--- config.mk ---
export PLATFORM = sky130hd
export DESIGN_NAME = pipe_mult_seq
export DESIGN_NICKNAME = d
export VERILOG_FILES = /design/src/rtl/pipe_mult_pkg.sv /design/src/rtl/pipe_mult_stage.sv /design/src/rtl/pipe_mult_seq.sv
export SDC_FILE = /design/constraint.sdc
export NUM_CORES = 1
export LEC_CHECK = 0
export BUFFER_PORTS_ARGS = -buffer_cell sky130_fd_sc_hd__buf_2
export CORE_ASPECT_RATIO = 1.25
export CORE_UTILIZATION = 33
export CTS_CLUSTER_SIZE = 40
export DETAILED_ROUTE_END_ITERATION = 8
export GPL_TIMING_DRIVEN = 0
export PLACE_DENSITY = 0.52
export SYNTH_ARGS = -nofsm -noshare
export SYNTH_HDL_FRONTEND = slang
export SYNTH_SLANG_ARGS = --single-unit
--- constraint.sdc ---
create_clock -name clk -period 9.8 [get_ports clk]
set_input_delay 0.98 -clock clk [delete_from_list [all_inputs] [get_ports clk]]
set_output_delay 0.98 -clock clk [all_outputs]
set_load 0.02 [all_outputs]
--- src/rtl/pipe_mult_pkg.sv ---
// Shared definitions for the pipelined K-bit-per-stage shift-add multiplier.
// Latency: n/a (package only).
// Backpressure: n/a (package only).
// Contents: default widths, stage-count derivation, default-width stage record.
package pipe_mult_pkg;

  localparam int W_DEF  = 16;  // operand width
  localparam int K_DEF  = 4;   // multiplier bits retired per stage
  localparam int TW_DEF = 4;   // tag width

  // Number of arithmetic stages; callers must ensure w is a multiple of k.
  function automatic int calc_stages(input int w, input int k);
    return w / k;
  endfunction

  // Pipeline stage record for the default configuration. Modules built with
  // other widths declare a record with exactly this field order and widths
  // scaled from their own parameters.
  typedef struct packed {
    logic [2*W_DEF-1:0] acc;    // running magnitude product
    logic [W_DEF-1:0]   md;     // multiplicand magnitude
    logic [W_DEF-1:0]   mr;     // multiplier bits not yet retired (LSB first)
    logic               neg;    // final product must be negated
    logic [TW_DEF-1:0]  tag;    // opaque passthrough
    logic               valid;  // record holds a live transaction
  } stage_rec_t;

endpackage

--- src/rtl/pipe_mult_stage.sv ---
// One arithmetic stage: adds md * (low K bits of mr) << K*(IDX-1) to acc.
// Latency: 1 cycle when en=1; the final stage also negates when neg=1.
// Backpressure: en=0 holds the register contents unchanged.
// Ports: clk, rst (sync, active-high), en (advance), d (previous stage), q (this stage).
module pipe_mult_stage
  import pipe_mult_pkg::*;
#(
  parameter int  W    = W_DEF,
  parameter int  K    = K_DEF,
  parameter int  TW   = TW_DEF,
  parameter int  IDX  = 1,
  parameter bit  LAST = 1'b0,
  parameter type stage_t = stage_rec_t
) (
  input  logic   clk,
  input  logic   rst,
  input  logic   en,
  input  stage_t d,
  output stage_t q
);

  localparam int SH = K * (IDX - 1);

  logic [2*W-1:0] pp;
  logic [2*W-1:0] sum;
  stage_t         nxt;

  // mr is shifted right by K every stage, so the slice owned by this stage
  // is always the bottom K bits. The partial product is bounded by
  // (2^W-1)*(2^K-1) << SH, and the running total never exceeds
  // (2^W-1)^2, so 2W bits cannot overflow.
  always_comb begin
    pp  = (2*W)'(d.md) * (2*W)'(d.mr[K-1:0]);
    sum = d.acc + (pp << SH);
    if (LAST && d.neg) begin
      sum = -sum;
    end
    nxt     = d;
    nxt.acc = sum;
    nxt.mr  = d.mr >> K;
  end

  always_ff @(posedge clk) begin
    if (rst) begin
      q <= '0;
    end else if (en) begin
      q <= nxt;
    end
  end

endmodule

--- src/rtl/pipe_mult_seq.sv ---
// Fully pipelined signed/unsigned shift-add multiplier retiring K bits per stage.
// Latency: S+1 edges from acceptance to out_valid (S = W/K); one result per cycle.
// Backpressure: out_valid && !out_ready freezes every stage and drops in_ready.
// Ports: clk, rst (sync, active-high); in_valid/in_ready, in_md, in_mr, in_signed,
//        in_tag; out_valid/out_ready, out_prod (2W), out_tag.
module pipe_mult_seq
  import pipe_mult_pkg::*;
#(
  parameter int W  = W_DEF,
  parameter int K  = K_DEF,
  parameter int TW = TW_DEF
) (
  input  logic          clk,
  input  logic          rst,
  input  logic          in_valid,
  output logic          in_ready,
  input  logic [W-1:0]  in_md,
  input  logic [W-1:0]  in_mr,
  input  logic          in_signed,
  input  logic [TW-1:0] in_tag,
  output logic          out_valid,
  input  logic          out_ready,
  output logic [2*W-1:0] out_prod,
  output logic [TW-1:0] out_tag
);

  localparam int S = calc_stages(W, K);

  if ((W % K) != 0) begin : g_bad_k
    $error("pipe_mult_seq: W must be a multiple of K");
  end

  typedef struct packed {
    logic [2*W-1:0] acc;
    logic [W-1:0]   md;
    logic [W-1:0]   mr;
    logic           neg;
    logic [TW-1:0]  tag;
    logic           valid;
  } stage_t;

  // Two's-complement magnitude; the most negative value maps to 2^(W-1),
  // which is still representable as a W-bit unsigned number.
  function automatic logic [W-1:0] mag(input logic [W-1:0] v, input logic sgn);
    return (sgn && v[W-1]) ? -v : v;
  endfunction

  logic   adv;
  stage_t s0_d;
  stage_t s0_q;
  stage_t stg [0:S];

  // A single global enable: the whole pipe moves only when the output slot
  // is empty or being drained. Bubbles are carried, not squeezed out.
  assign adv      = !out_valid || out_ready;
  assign in_ready = !rst && adv;

  always_comb begin
    s0_d       = '0;
    s0_d.md    = mag(in_md, in_signed);
    s0_d.mr    = mag(in_mr, in_signed);
    s0_d.neg   = in_signed & (in_md[W-1] ^ in_mr[W-1]);
    s0_d.tag   = in_tag;
    s0_d.valid = in_valid;
  end

  always_ff @(posedge clk) begin
    if (rst) begin
      s0_q <= '0;
    end else if (adv) begin
      s0_q <= s0_d;
    end
  end

  assign stg[0] = s0_q;

  for (genvar i = 1; i <= S; i++) begin : g_stage
    pipe_mult_stage #(
      .W      (W),
      .K      (K),
      .TW     (TW),
      .IDX    (i),
      .LAST   (i == S),
      .stage_t(stage_t)
    ) u_stage (
      .clk(clk),
      .rst(rst),
      .en (adv),
      .d  (stg[i-1]),
      .q  (stg[i])
    );
  end

  assign out_valid = stg[S].valid;
  assign out_prod  = stg[S].acc;
  assign out_tag   = stg[S].tag;

  // Operand fields are spent by the final stage.
  logic unused_fin;
  assign unused_fin = ^{stg[S].md, stg[S].mr, stg[S].neg};

endmodule

After elaboration in Yosys (flattened, before gate mapping) --
Index checks and enable logic that the tools add are counted.
Cells by class: add/sub/neg operators 6, $mul 4, muxes and demuxes 3, bitwise logic cells 2, reduce and logical (&&, ||, !) cells 6
Operators by type and width (count):
- multiplier 16 x 4 -> 20 bit | 4
- adder 32 x 28 -> 32 bit | 1
- adder 32 bit | 1
- 2-to-1 mux 16 bit | 2
- 2-to-1 mux 32 bit | 1
- negator 16 bit | 2
- negator 32 bit | 1
- adder 20 x 24 -> 25 bit | 1
- logical AND 1 bit | 3
- logical NOT 1 bit | 2
- AND 1 bit | 1
- logical OR 1 bit | 1
- XOR 1 bit | 1
Word-level totals: register bits after elaboration 249, input port bits 41, output and inout bits 38, word-level logic and storage cells 47

Logic depth before layout (Yosys ltp) --
Gate-level depths: netlist (run 1).
depth after elaboration 4, depth in mapped cells 26, depth with buffers taken out 24

Modules after synthesis --
A second synthesis (run 1) with hierarchy kept.
Unflattened totals: cell total of the unflattened synthesis 2858, area, all modules 24252.0 µm²
Modules (own cells, without submodules):
- pipe_mult_stage at g_stage[4].u_stage | times used 1, cells an instance 740, area an instance 6266.0 µm², seq. area each 1321.3 µm²
- pipe_mult_stage at g_stage[2].u_stage | times used 1, cells an instance 644, area an instance 5451.5 µm², seq. area each 1321.3 µm²
- pipe_mult_stage at g_stage[3].u_stage | times used 1, cells an instance 625, area an instance 5337.6 µm², seq. area each 1321.3 µm²
- pipe_mult_stage at g_stage[1].u_stage | times used 1, cells an instance 610, area an instance 5242.5 µm², seq. area each 1321.3 µm²
- pipe_mult_seq | times used 1, cells an instance 239, area an instance 1954.4 µm², seq. area each 760.7 µm²

Worst setup path before layout (run 1) --
No wires, ideal clock.
kind reg2reg, start register g_stage[3].u_stage.q[9] in the netlist's numbering, end register g_stage[4].u_stage.q[68] in the netlist's numbering, setup time 0.120 ns, arrival 5.374 ns, required time 9.680 ns, slack 4.307 ns, stages on the path, launching flop included 23, path buffers 1, period minus slack after synthesis 5.493 ns, cells stage by stage dfxtp_1 > clkbuf_1 > nand2_1 > fa_1 > inv_1 > fa_1 > fa_1 > a21oi_1 > o22ai_4 > nand2b_1 > a211o_2 > xor2_1 > ha_1 > nand4_1 > o21ai_0 > a211o_1 > o22a_2 > a21o_1 > a21oi_2 > xor2_2 > o41ai_2 > xnor2_1 > o21ai_1
Between the ends: cells in the longest elaborated chain, start to end 4
Ends and longest elaborated chain:
- start: declaration | line pipe_mult_stage.sv:19 | output stage_t q
- start signal: assignment | line pipe_mult_stage.sv:47 | q <= nxt;
- multiplier 16 x 4 -> 20 bit * | line pipe_mult_stage.sv:33 | pp = (2*W)'(d.md) * (2*W)'(d.mr[K-1:0]);
- adder 32 bit * | line pipe_mult_stage.sv:34 | sum = d.acc + (pp << SH);
- negator 32 bit | line pipe_mult_stage.sv:36 | sum = -sum;
- 2-to-1 mux 32 bit * | line pipe_mult_stage.sv:35 | if (LAST && d.neg) begin
- end signal: assignment | line pipe_mult_stage.sv:47
- end: declaration | line pipe_mult_stage.sv:19
Mark *: on every way between the ends. The rest lies on a longest branch, timed or not. A chain may end at the register's enable or synchronous reset.

Worst setup path in the final report (run 1) --
start register g_stage[3].u_stage.q[8] in the netlist's numbering, end register g_stage[4].u_stage.q[69] in the netlist's numbering
Same word-level chain as after synthesis.

==> impl_metrics.yaml, run 1 <==
worst_setup_path:
  cpPeakStageDelay_ps: 550
  path_buf_inv: 2
  worst_setup_path_end_kind: "register"
  crit_path_start_kind: "register"
  critical_path_arrival_ps: 7230
  worst-path-max-fanout: 10
  cp.required_ps: 10240
  cp_cell_sequence: "clkbuf_1 -> nand2_1 -> fa_1 -> inv_1 -> fa_1 -> fa_1 -> a21oi_1 -> o22ai_4 -> nand2b_1 -> a211o_2 -> xor2_1 -> ha_1 -> nand4_1 -> a2111oi_2 -> nor3_2 -> xnor2_2 -> a2111oi_2 -> o2111ai_1 -> o41ai_2 -> xnor2_1 -> o21ai_1"
  path_depth: 21
  reg2reg_depth: 21
  critPathTopFamily: "compound AO/OA/AOI/OAI gates"
  worstSetupPathType: "register to register"
  path_common_cell: "fa_1"
  crit_slowest_cell: "clkbuf_1"
cells_and_area:
  drive_above_1_share_pct: 6.74
  nNetsFinal: 2869
  final_cells: 3331
  num_antenna_cells: 0
  nFillCells: 6010
  final_util_pct: 37.4
  area_growth_pct: 11.7
yosys:
  synth_nets: 2761
  yosys-top-cells-area: "dfxtp_1, fa_1, nand2_1"
  ys_ff_latch: 239
  synth_xor_area_share_pct: 6.66
  yosys.area_share.adder_pct: 21.7
  muxShareOfSynthArea_pct: 0.104
  synth_ff_type: "dfxtp_1"
  synth_top_family_by_area: "simple AND/OR/NAND/NOR gates"
  synth_edf_count: 0
  synth.distinct_cells: 94
  post-synth-top-area-cell: "dfxtp_1"
  netlist_area_mm2: 0.0193
  synth-compound-area-share_pct: 18.1
  synth-simple-area-share_pct: 23.0
  synth_most_common_cell: "nand2_1"
  synth_top_area_share_pct: 24.8
  postSynthCellCount: 2454
  seq_area_frac_synth_pct: 24.8
  avgSynthCellArea_um2: 7.86
  async_flop_share_pct: 0
  ys_warn_count: 0
  synthTopCellsByCount: "nand2_1, a21oi_1, dfxtp_1, inv_1, ha_1"
cts:
  insertion_delay_ps: 570
  post_cts_resized: 0
  hold_buffers: 0
  cts_buffers: 29
  root_buffer: "clkbuf_16"
  h-tree-depth: 1
  clk_pin_slew_ps: 60
  clock-sinks: 239
  cts_max_path_buffers: 3
  cts_tree: "yes"
  cts_setup_buffers: 0
placement:
  placed_cells: 3281
  gp_congestion: 0.909
  pre_cts_slack_ps: 2920
  hpwl_mm: 47.7
  port_buffers: 77
timing:
  drv_slew: 0
  rsz0062_at_grt: "false"
  fin_skew_ps: 17.5
  setup_viol: 0
  slew_headroom_pct: 33.3
  setup-tns-final_ps: 0
  tightestPinTransition_ps: 1000
  period_share_pct: 69.3
  setup_slack_ps: 3010
  hold_viol_final: 0
  fin_crit_ps: 6790
  fmax_mhz: 147
power_and_ir_drop:
  power_switching_uw: 698
  irDropWorstVdd_mv: 0.115
  p_int_uw: 1770
  p_per_area_mw_per_mm2: 115
  p_sw_share_pct: 28.3
  p_seq_share_pct: 43.3
  power.leakage_uw: 0.00987
  clock_power_share_pct: 43.2
  combPwrFrac_pct: 13.4
job:
  drv_cap: 0
global_routing:
  grt_max_degree: 14
  track_usage_pct: 19.5
  grt_pass1_vias: 16500
  antenna_found_initial: 1
  grt_pass1_wl_mm: 90.6
  grt.overflow.total: 0
detailed_routing:
  vias_per_cell: 5.03
  num_vias: 16800
  drc: 0
  drtIter0Drc: 764
  totalWireLength_mm: 58.4
  wl_per_cell_um: 17.5
  first_pass_iters: 5
  detail-route-antenna-nets: 0
floorplanning:
  dieArea_mm2: 0.0594
  num_rows: 98
  die_y_um: 272
  io-pin-count: 79
  start_util_pct: 33.5
  die_w_um: 218
  core_mm2: 0.0575
hold_path:
  min_path_type: "register to register"
  holdPathStages: 2
status:
  status: "finished clean"
-- per-stage QoR --
| stage | total power [uW] | hold slack [ps] | area (um^2) |
|---|---|---|---|
| 6_report | 2470 | 452 | 21500 |
| 5_1_grt | 2580 | 468 | 21500 |
| 4_1_cts | 2500 | 452 | 21500 |
| 3_5_place_dp | 1420 | 444 | 20600 |
| 3_3_place_gp | 1420 | 439 | 20600 |
| 2_1_floorplan | 1310 | 432 | 19300 |
-- flip-flops by register name, summed over array words and instances (netlist names) --
register and cells:
s0_q 38, g_stage.u_stage.q 201
-- worst reg2reg max path: stages (launching register included) --
cell,delay (ps)
dfxtp_1,540
clkbuf_1,550
nand2_1,170
fa_1,530
inv_1,60
fa_1,550
fa_1,480
a21oi_1,360
o22ai_4,150
nand2b_1,180
a211o_2,320
xor2_1,170
ha_1,380
nand4_1,240
a2111oi_2,490
nor3_2,140
xnor2_2,210
a2111oi_2,300
o2111ai_1,220
o41ai_2,270
xnor2_1,280
o21ai_1,90
-- area by class of cell --
class | count | area [um^2] | area share [%]
clock inverters | 15 | 170 | 0.790
inverters | 176 | 661 | 3.07
multi-input cells | 1928 | 13400 | 62.3
well taps | 750 | 938 | 4.36
clock buffers | 35 | 758 | 3.52
plain buffers | 111 | 418 | 1.94
flip-flops and latches | 239 | 4780 | 22.2
repair buffers | 77 | 385 | 1.79
-- power groups by stage --
stage,clock network (uW),logic (uW),registers (uW)
final,1070,332,1070
after global routing,1130,372,1080
after CTS,1090,335,1070
after detailed placement,0,331,1090
after global placement,0,327,1090
after floorplan,0,234,1070
-- final timing paths --
check | endpoint | slack, ps | from
worst max-delay path | g_stage[4].u_stage.q[69]$_SDFFE_PP0N_ | 3010 | g_stage[3].u_stage.q[8]$_SDFFE_PP0N_
worst min-delay path | g_stage[1].u_stage.q[4]$_SDFFE_PP0N_ | 450 | g_stage[1].u_stage.q[4]$_SDFFE_PP0N_
worst max register to register | g_stage[4].u_stage.q[69]$_SDFFE_PP0N_ | 3010 | g_stage[3].u_stage.q[8]$_SDFFE_PP0N_
worst min register to register | g_stage[1].u_stage.q[4]$_SDFFE_PP0N_ | 450 | g_stage[1].u_stage.q[4]$_SDFFE_PP0N_
-- kinds of logic (layout without fill, tap and decap cells) --
kind of cell    Yosys count  in the layout
buf+inv                 287            414
flops                   239            239
simple gates            976            976
compound gates          539            539
fa+ha+maj               266            266
mux                       2              2
xor+xnor                145            145
-- layout by cell type (no fill, tap or decap), types with 10 or more instances in the layout --
cell / instances
ha_1: 151
o31ai_1: 17
and2_1: 120
and3_1: 15
xnor2_1: 81
or3_1: 17
a211oi_1: 67
nor3_1: 33
nor2b_1: 10
nor2_1: 134
nand3_1: 28
buf_2: 78
xor2_1: 62
a21oi_1: 246
o21ai_0: 51
inv_1: 176
clkbuf_1: 109
dfxtp_1: 239
nand2_1: 546
nand2b_1: 17
a21o_1: 37
fa_1: 115
o21a_1: 16
clkbuf_16: 29
a31oi_1: 17
-- routing by layer --
layer	routed length (um)	track usage (%)	part of all wire, %	up-vias
met5	0	0	0	-
met4	2250	7.38	3.9	0
met3	1840	1.70	3.2	89
met2	28900	35.5	50	311
met1	25300	23.4	43	7918
li1	-	-	-	8445
Power figures use the tool's default switching activity.
==> run 2: changes to the inputs <==
--- a/config.mk
+++ b/config.mk
@@ -11,7 +11,7 @@
 export CTS_CLUSTER_SIZE = 40
 export DETAILED_ROUTE_END_ITERATION = 8
 export GPL_TIMING_DRIVEN = 0
-export PLACE_DENSITY = 0.52
+export PLACE_DENSITY = 0.54
 export SYNTH_ARGS = -nofsm -noshare
 export SYNTH_HDL_FRONTEND = slang
 export SYNTH_SLANG_ARGS = --single-unit
==> constraint.sdc (replaced) <==
create_clock -name clk -period 5.7 [get_ports clk]
set_input_delay 0.57 -clock clk [delete_from_list [all_inputs] [get_ports clk]]
set_output_delay 0.57 -clock clk [all_outputs]
set_load 0.02 [all_outputs]
==> run 2 against run 1 <==
Effect of this change: fmax increased by 19%; clock-buffer cell count increased by 3; sequential share of layout area decreased by 0.68 points; first-iteration DRC count is 8.5% higher; cell count rose by 1.1%; non-clock buffer count up 35; core utilization grew 1.4 points; via count rose by 1.3%; combinational power is 75% higher; global-route usage up 0.18 points; sequential power increased by 72%; clock skew rose by 4.4 ps; largest power group unchanged.
==> impl_metrics.yaml, run 2 (synthesized netlist as in run 1, its figures left out) <==
cells_and_area:
  nNetsFinal: 2904
  largest_reg_flops: 201
  num_antenna_cells: 0
  final_cell_mix: "nand2_1, a21oi_1, dfxtp_1, inv_1, ha_1"
  final_cells: 3366
  regMostFlops: "g_stage.u_stage.q"
  drive_above_1_share_pct: 11.4
  area_growth_pct: 15.9
  nFillCells: 5952
  final_common_cell: "nand2_1"
  top_regs: "g_stage.u_stage.q x201, s0_q x38"
  design_area_mm2: 0.0223
power_and_ir_drop:
  p_per_area_mw_per_mm2: 189
  p_int_uw: 3020
  p_seq_share_pct: 43.7
  combPwrFrac_pct: 13.8
  clock_power_share_pct: 42.5
  power.leakage_uw: 0.0101
  p_sw_share_pct: 28.4
  power_switching_uw: 1200
  irDropWorstVdd_mv: 0.201
timing:
  period_share_pct: 99.9
  setup_slack_ps: 3.90
  slew_headroom_pct: 28.3
  fin_crit_ps: 5700
  tightestPinTransition_ps: 1080
  fin_skew_ps: 21.9
  setup_viol: 0
  rsz0062_at_grt: "true"
  whs_ps: 249
  setup-tns-final_ps: 0
  fmax_mhz: 176
  hold_viol_final: 0
  drv_slew: 0
placement:
  placed_cells: 3281
  placed_cell_area_mm2: 0.0206
  gp_congestion: 0.916
  pre_cts_slack_ps: -1140
  hpwl_mm: 47.1
  port_buffers: 77
status:
  status: "finished clean"
worst_setup_path:
  r2r-start: "g_stage[3].u_stage.q[7]$_SDFFE_PP0N_"
  worst_setup_path_end_kind: "register"
  critical_path_arrival_ps: 6120
  worstSetupPathType: "register to register"
  crit_path_start_kind: "register"
  critical_path.startpoint: "g_stage[3].u_stage.q[7]$_SDFFE_PP0N_"
  path_buf_inv: 6
  critPathTopFamily: "adder cells"
  cpPeakStageDelay_ps: 550
  cp.required_ps: 6130
  worst-path-max-fanout: 6
  crit_slowest_cell: "fa_1"
  path_common_cell: "inv_2"
cts:
  cts_max_path_buffers: 3
  h-tree-depth: 1
  cts_tree: "yes"
  clk_pin_slew_ps: 60
  clock-sinks: 239
  cts_buffers: 29
  root_buffer: "clkbuf_16"
  insertion_delay_ps: 570
detailed_routing:
  first_pass_iters: 5
  drtIter0Drc: 829
  wl_per_cell_um: 17.6
  drc: 0
  totalWireLength_mm: 59.3
  num_vias: 17000
  detail-route-antenna-nets: 0
  vias_per_cell: 5.04
floorplanning:
  die_w_um: 218
  core_mm2: 0.0575
  die_y_um: 272
  dieArea_mm2: 0.0594
  io-pin-count: 79
  num_rows: 98
  start_util_pct: 33.5
hold_path:
  hp-start: "in_tag[3]"
  min_path_type: "input port to register"
global_routing:
  grt_max_degree: 14
  grt_pass1_vias: 16900
  track_usage_pct: 19.6
  antenna_found_initial: 3
  grt.overflow.total: 0
  grt_pass1_wl_mm: 91.3
job:
  drv_cap: 0
[run 2: cell count changes in the layout (fill, tap and decap cells not counted), sizes merged]
cell    before  now
bufinv       3    2
inv        178  177
clkbuf     139  134
clkinv       8    7
buf         84  127
[run 2: cell type report]
type / count / area, um^2 / share of cell area, %
plain buffers: 104 / 452 / 2.02
inverters: 176 / 661 / 2.96
flip-flops and latches: 239 / 4810 / 21.5
clock inverters: 12 / 123 / 0.549
well taps: 750 / 938 / 4.20
clock buffers: 38 / 779 / 3.49
repair buffers: 119 / 717 / 3.21
multi-input cells: 1928 / 13900 / 62.0
[run 2: metrics by stage]
step	total power (uW)	util [%]
after floorplan	2240	-
after global placement	2430	35.8
after detailed placement	2450	35.8
after CTS	4250	38.4
after global routing	4400	38.8
final	4220	38.8
[run 2: final timing paths]
check,endpoint,slack [ps],cells after the start
hold / removal,s0_q[4]$_SDFFE_PP0N_,250,3
setup reg to reg,g_stage[4].u_stage.q[69]$_SDFFE_PP0N_,4,27
hold reg to reg,g_stage[3].u_stage.q[9]$_SDFFE_PP0N_,450,2
setup / recovery,g_stage[4].u_stage.q[69]$_SDFFE_PP0N_,4,27
[run 2: timing repair]
item,in CTS,in global routing
buffers inserted,26,17
gates cloned,0,0
pin swaps,45,44
setup endpoints to repair,15,15
gates resized for setup,76,46
hold buffers,0,0
[run 2: power by group through the flow]
stage / Sequential [uW] / Clock (uW) / Combinational, uW
floorplan: 1840 / 0 / 402
global placement: 1870 / 0 / 560
detailed placement: 1880 / 0 / 571
CTS: 1840 / 1830 / 578
global route: 1850 / 1890 / 653
finish: 1840 / 1800 / 582
[run 2: worst reg2reg max path, cell delays in order (launching register included)]
cell       delay (ps)
dfxtp_4           350
clkbuf_16         160
and2_4            140
fa_1              550
inv_2              40
fa_1              510
inv_2              50
ha_4              290
inv_2              40
o21a_1            210
nor2_4            150
nor2_4             60
o21bai_1          130
a21oi_1            90
xnor2_1           240
ha_2              370
nand4_1           130
buf_4             140
o21ai_2            40
a211o_1           270
o22a_2            260
buf_6             130
a21o_1            160
a21oi_2           200
xor2_2            280
o41ai_4           130
xnor2_2           350
o21ai_1            90
[run 2: routing by layer]
metal	share of wire, %	track usage [%]	routed length [um]	vias to the layer above
li1	-	-	-	8530
met1	43	23.6	25300	7995
met3	4.2	2.14	2490	111
met4	4.7	9.24	2810	0
met5	0	0	0	-
met2	48	34.7	28700	342
==> run 3: changes to the inputs <==
--- a/config.mk
+++ b/config.mk
@@ -7,6 +7,7 @@
 export LEC_CHECK = 0
 export BUFFER_PORTS_ARGS = -buffer_cell sky130_fd_sc_hd__buf_2
 export CORE_ASPECT_RATIO = 1.25
+export CORE_MARGIN = 2
 export CORE_UTILIZATION = 33
 export CTS_CLUSTER_SIZE = 40
 export DETAILED_ROUTE_END_ITERATION = 8
==> run 3 against run 2 <==
Effect of this change: flip-flop and latch count stayed put; clock-buffer cell count decreased by 9; clock power up 2%; register-to-register slack improved by 70 ps; non-clock buffer count down 11; first-iteration DRC count grew 15%; clock skew increased by 9.8 ps; total power rose by 1.2%; core utilization shrank 0.42 points; global-route usage is 0.084 points lower; final area is essentially flat; sequential share of layout area is essentially flat; critical endpoint unchanged; largest cell class unchanged; largest power group unchanged; highest routed layer unchanged.
==> impl_metrics.yaml, run 3 (synthesized netlist as in run 1, its figures left out) <==
worst_setup_path:
  crit_path_start_kind: "register"
  worstSetupPathType: "register to register"
  crit_slowest_cell: "fa_1"
  worst_setup_path_end_kind: "register"
  critical_path_arrival_ps: 6060
  path_common_cell: "fa_2"
  worst-path-max-fanout: 5
  cpPeakStageDelay_ps: 550
  cp_cell_sequence: "buf_8 -> nand2_4 -> fa_1 -> inv_2 -> fa_2 -> fa_2 -> a21oi_4 -> o22ai_4 -> nand2b_4 -> a211o_4 -> xor2_4 -> ha_4 -> nand4_1 -> buf_4 -> o21ai_2 -> a211o_1 -> o22a_2 -> buf_6 -> a21o_1 -> a21oi_2 -> xor2_2 -> o41ai_4 -> xnor2_2 -> o21ai_1"
  cp.required_ps: 6130
timing:
  setup_viol: 0
  whs_ps: 241
  drv_slew: 0
  rsz0062_at_grt: "true"
  hold_viol_final: 0
  fmax_mhz: 178
  setup-tns-final_ps: 0
  fin_skew_ps: 31.6
  period_share_pct: 98.7
  slew_headroom_pct: 30.5
  setup_slack_ps: 71.8
  fin_crit_ps: 5630
  tightestPinTransition_ps: 1040
cells_and_area:
  area_growth_pct: 15.8
  nNetsFinal: 2891
  seq_area_mm2: 0.00481
  largest_reg_flops: 201
  final_common_cell: "nand2_1"
  num_antenna_cells: 0
  final_cell_mix: "nand2_1, a21oi_1, dfxtp_1, inv_1, ha_1"
  top_regs: "g_stage.u_stage.q x201, s0_q x38"
  regMostFlops: "g_stage.u_stage.q"
  multiInputGateArea_mm2: 0.0139
  drive_above_1_share_pct: 11.2
  nFillCells: 6002
cts:
  clk_pin_slew_ps: 60
  cts_buffers: 27
  cts_tree: "yes"
  cts_max_path_buffers: 3
  insertion_delay_ps: 580
  clock-sinks: 239
  root_buffer: "clkbuf_16"
  hold_buffers: 0
  h-tree-depth: 1
detailed_routing:
  wl_met1_mm: 25.4
  totalWireLength_mm: 59.4
  met3_length_mm: 1.98
  num_vias: 17000
  drtIter0Drc: 951
  dr_wl_met2_mm: 29.9
  wl_per_cell_um: 17.7
  highest_layer: "met4"
  detail-route-antenna-nets: 0
  drc: 0
  first_pass_iters: 5
  vias_per_cell: 5.07
floorplanning:
  num_rows: 99
  die_y_um: 274
  die_w_um: 220
  start_util_pct: 33.2
  io-pin-count: 79
  core_mm2: 0.0581
  dieArea_mm2: 0.0604
global_routing:
  antenna_found_initial: 1
  track_usage_pct: 19.6
  grt_pass1_wl_mm: 92.6
  grt.overflow.total: 0
  grt_pass1_vias: 17100
  grt_max_degree: 15
placement:
  pre_cts_slack_ps: -1170
  gp_congestion: 0.918
  hpwl_mm: 47.4
  port_buffers: 77
hold_path:
  min_path_type: "input port to register"
power_and_ir_drop:
  p_per_area_mw_per_mm2: 191
  irDropWorstVdd_mv: 0.228
  power.leakage_uw: 0.0102
  finalPower_uw: 4270
job:
  drv_cap: 0
status:
  status: "finished clean"
==> run 3: changes by cell type in the layout (fill, tap and decap cells not counted), sizes merged <==
| cell | delta |
|---|---|
| clkinvlp | +2 |
| clkbuf | -8 |
| inv | +1 |
| bufinv | +2 |
| clkinv | +4 |
| buf | -12 |
==> run 3: repair_timing <==
item,4_1_cts,5_1_grt
endpoints found under the hold margin,0,0
pin swaps,42,33
endpoints found under the setup margin,14,15
buffers inserted,23,8
gates resized for setup,73,50
==> run 3: final cells by class <==
class	instances	share of cell area, %
multi-input combinational	1928	62.1
sequential	239	21.6
tap	757	4.24
clock buffer	29	3.15
inverter	176	2.96
timing repair buffer	108	2.90
buffer	104	2.05
clock inverter	21	1.03
==> run 3: per-layer routing <==
layer | vias to the layer above | GRT usage [%]
met5 | - | 0
met4 | 0 | 7.06
met3 | 90 | 1.59
met2 | 308 | 35.9
met1 | 8133 | 23.6
li1 | 8503 | -
==> run 3: stage by stage <==
| step | cell area, um^2 | util, % | instances |
|---|---|---|---|
| floorplan | 19300 | - | 2454 |
| global route | 22300 | 38.4 | 3362 |
| CTS | 22100 | 38.0 | 3357 |
| detailed placement | 20600 | 35.5 | 3288 |
| global placement | 20600 | 35.5 | 3288 |
| finish | 22300 | 38.4 | 3362 |
==> run 3: power by group <==
group          internal, uW  switching [uW]  total, uW
Sequential             1750            94.2       1840
Clock                  1080             766       1840
Combinational           226             359        585
Total                  3050            1220       4270
==> run 3: worst max-delay path: cells and delay by family (launching register included) <==
kind                     cells  cell delay, ps
AO/OA/AOI/OAI               10            1780
adder cells (fa/ha/maj)      4            1690
XOR/XNOR                     3             810
buffers and inverters        4             450
flip-flops                   1             390
AND/OR/NAND/NOR              3             340
==> run 3: final timing paths <==
check                                         from                                     to  slack (ps)  cells past startpoint
max           g_stage[3].u_stage.q[9]$_SDFFE_PP0N_  g_stage[4].u_stage.q[69]$_SDFFE_PP0N_          70                     24
min reg2reg  g_stage[2].u_stage.q[13]$_SDFFE_PP0N_   g_stage[3].u_stage.q[9]$_SDFFE_PP0N_         450                      2
max reg2reg   g_stage[3].u_stage.q[9]$_SDFFE_PP0N_  g_stage[4].u_stage.q[69]$_SDFFE_PP0N_          70                     24
min                                      in_tag[2]                   s0_q[3]$_SDFFE_PP0N_         240                      3
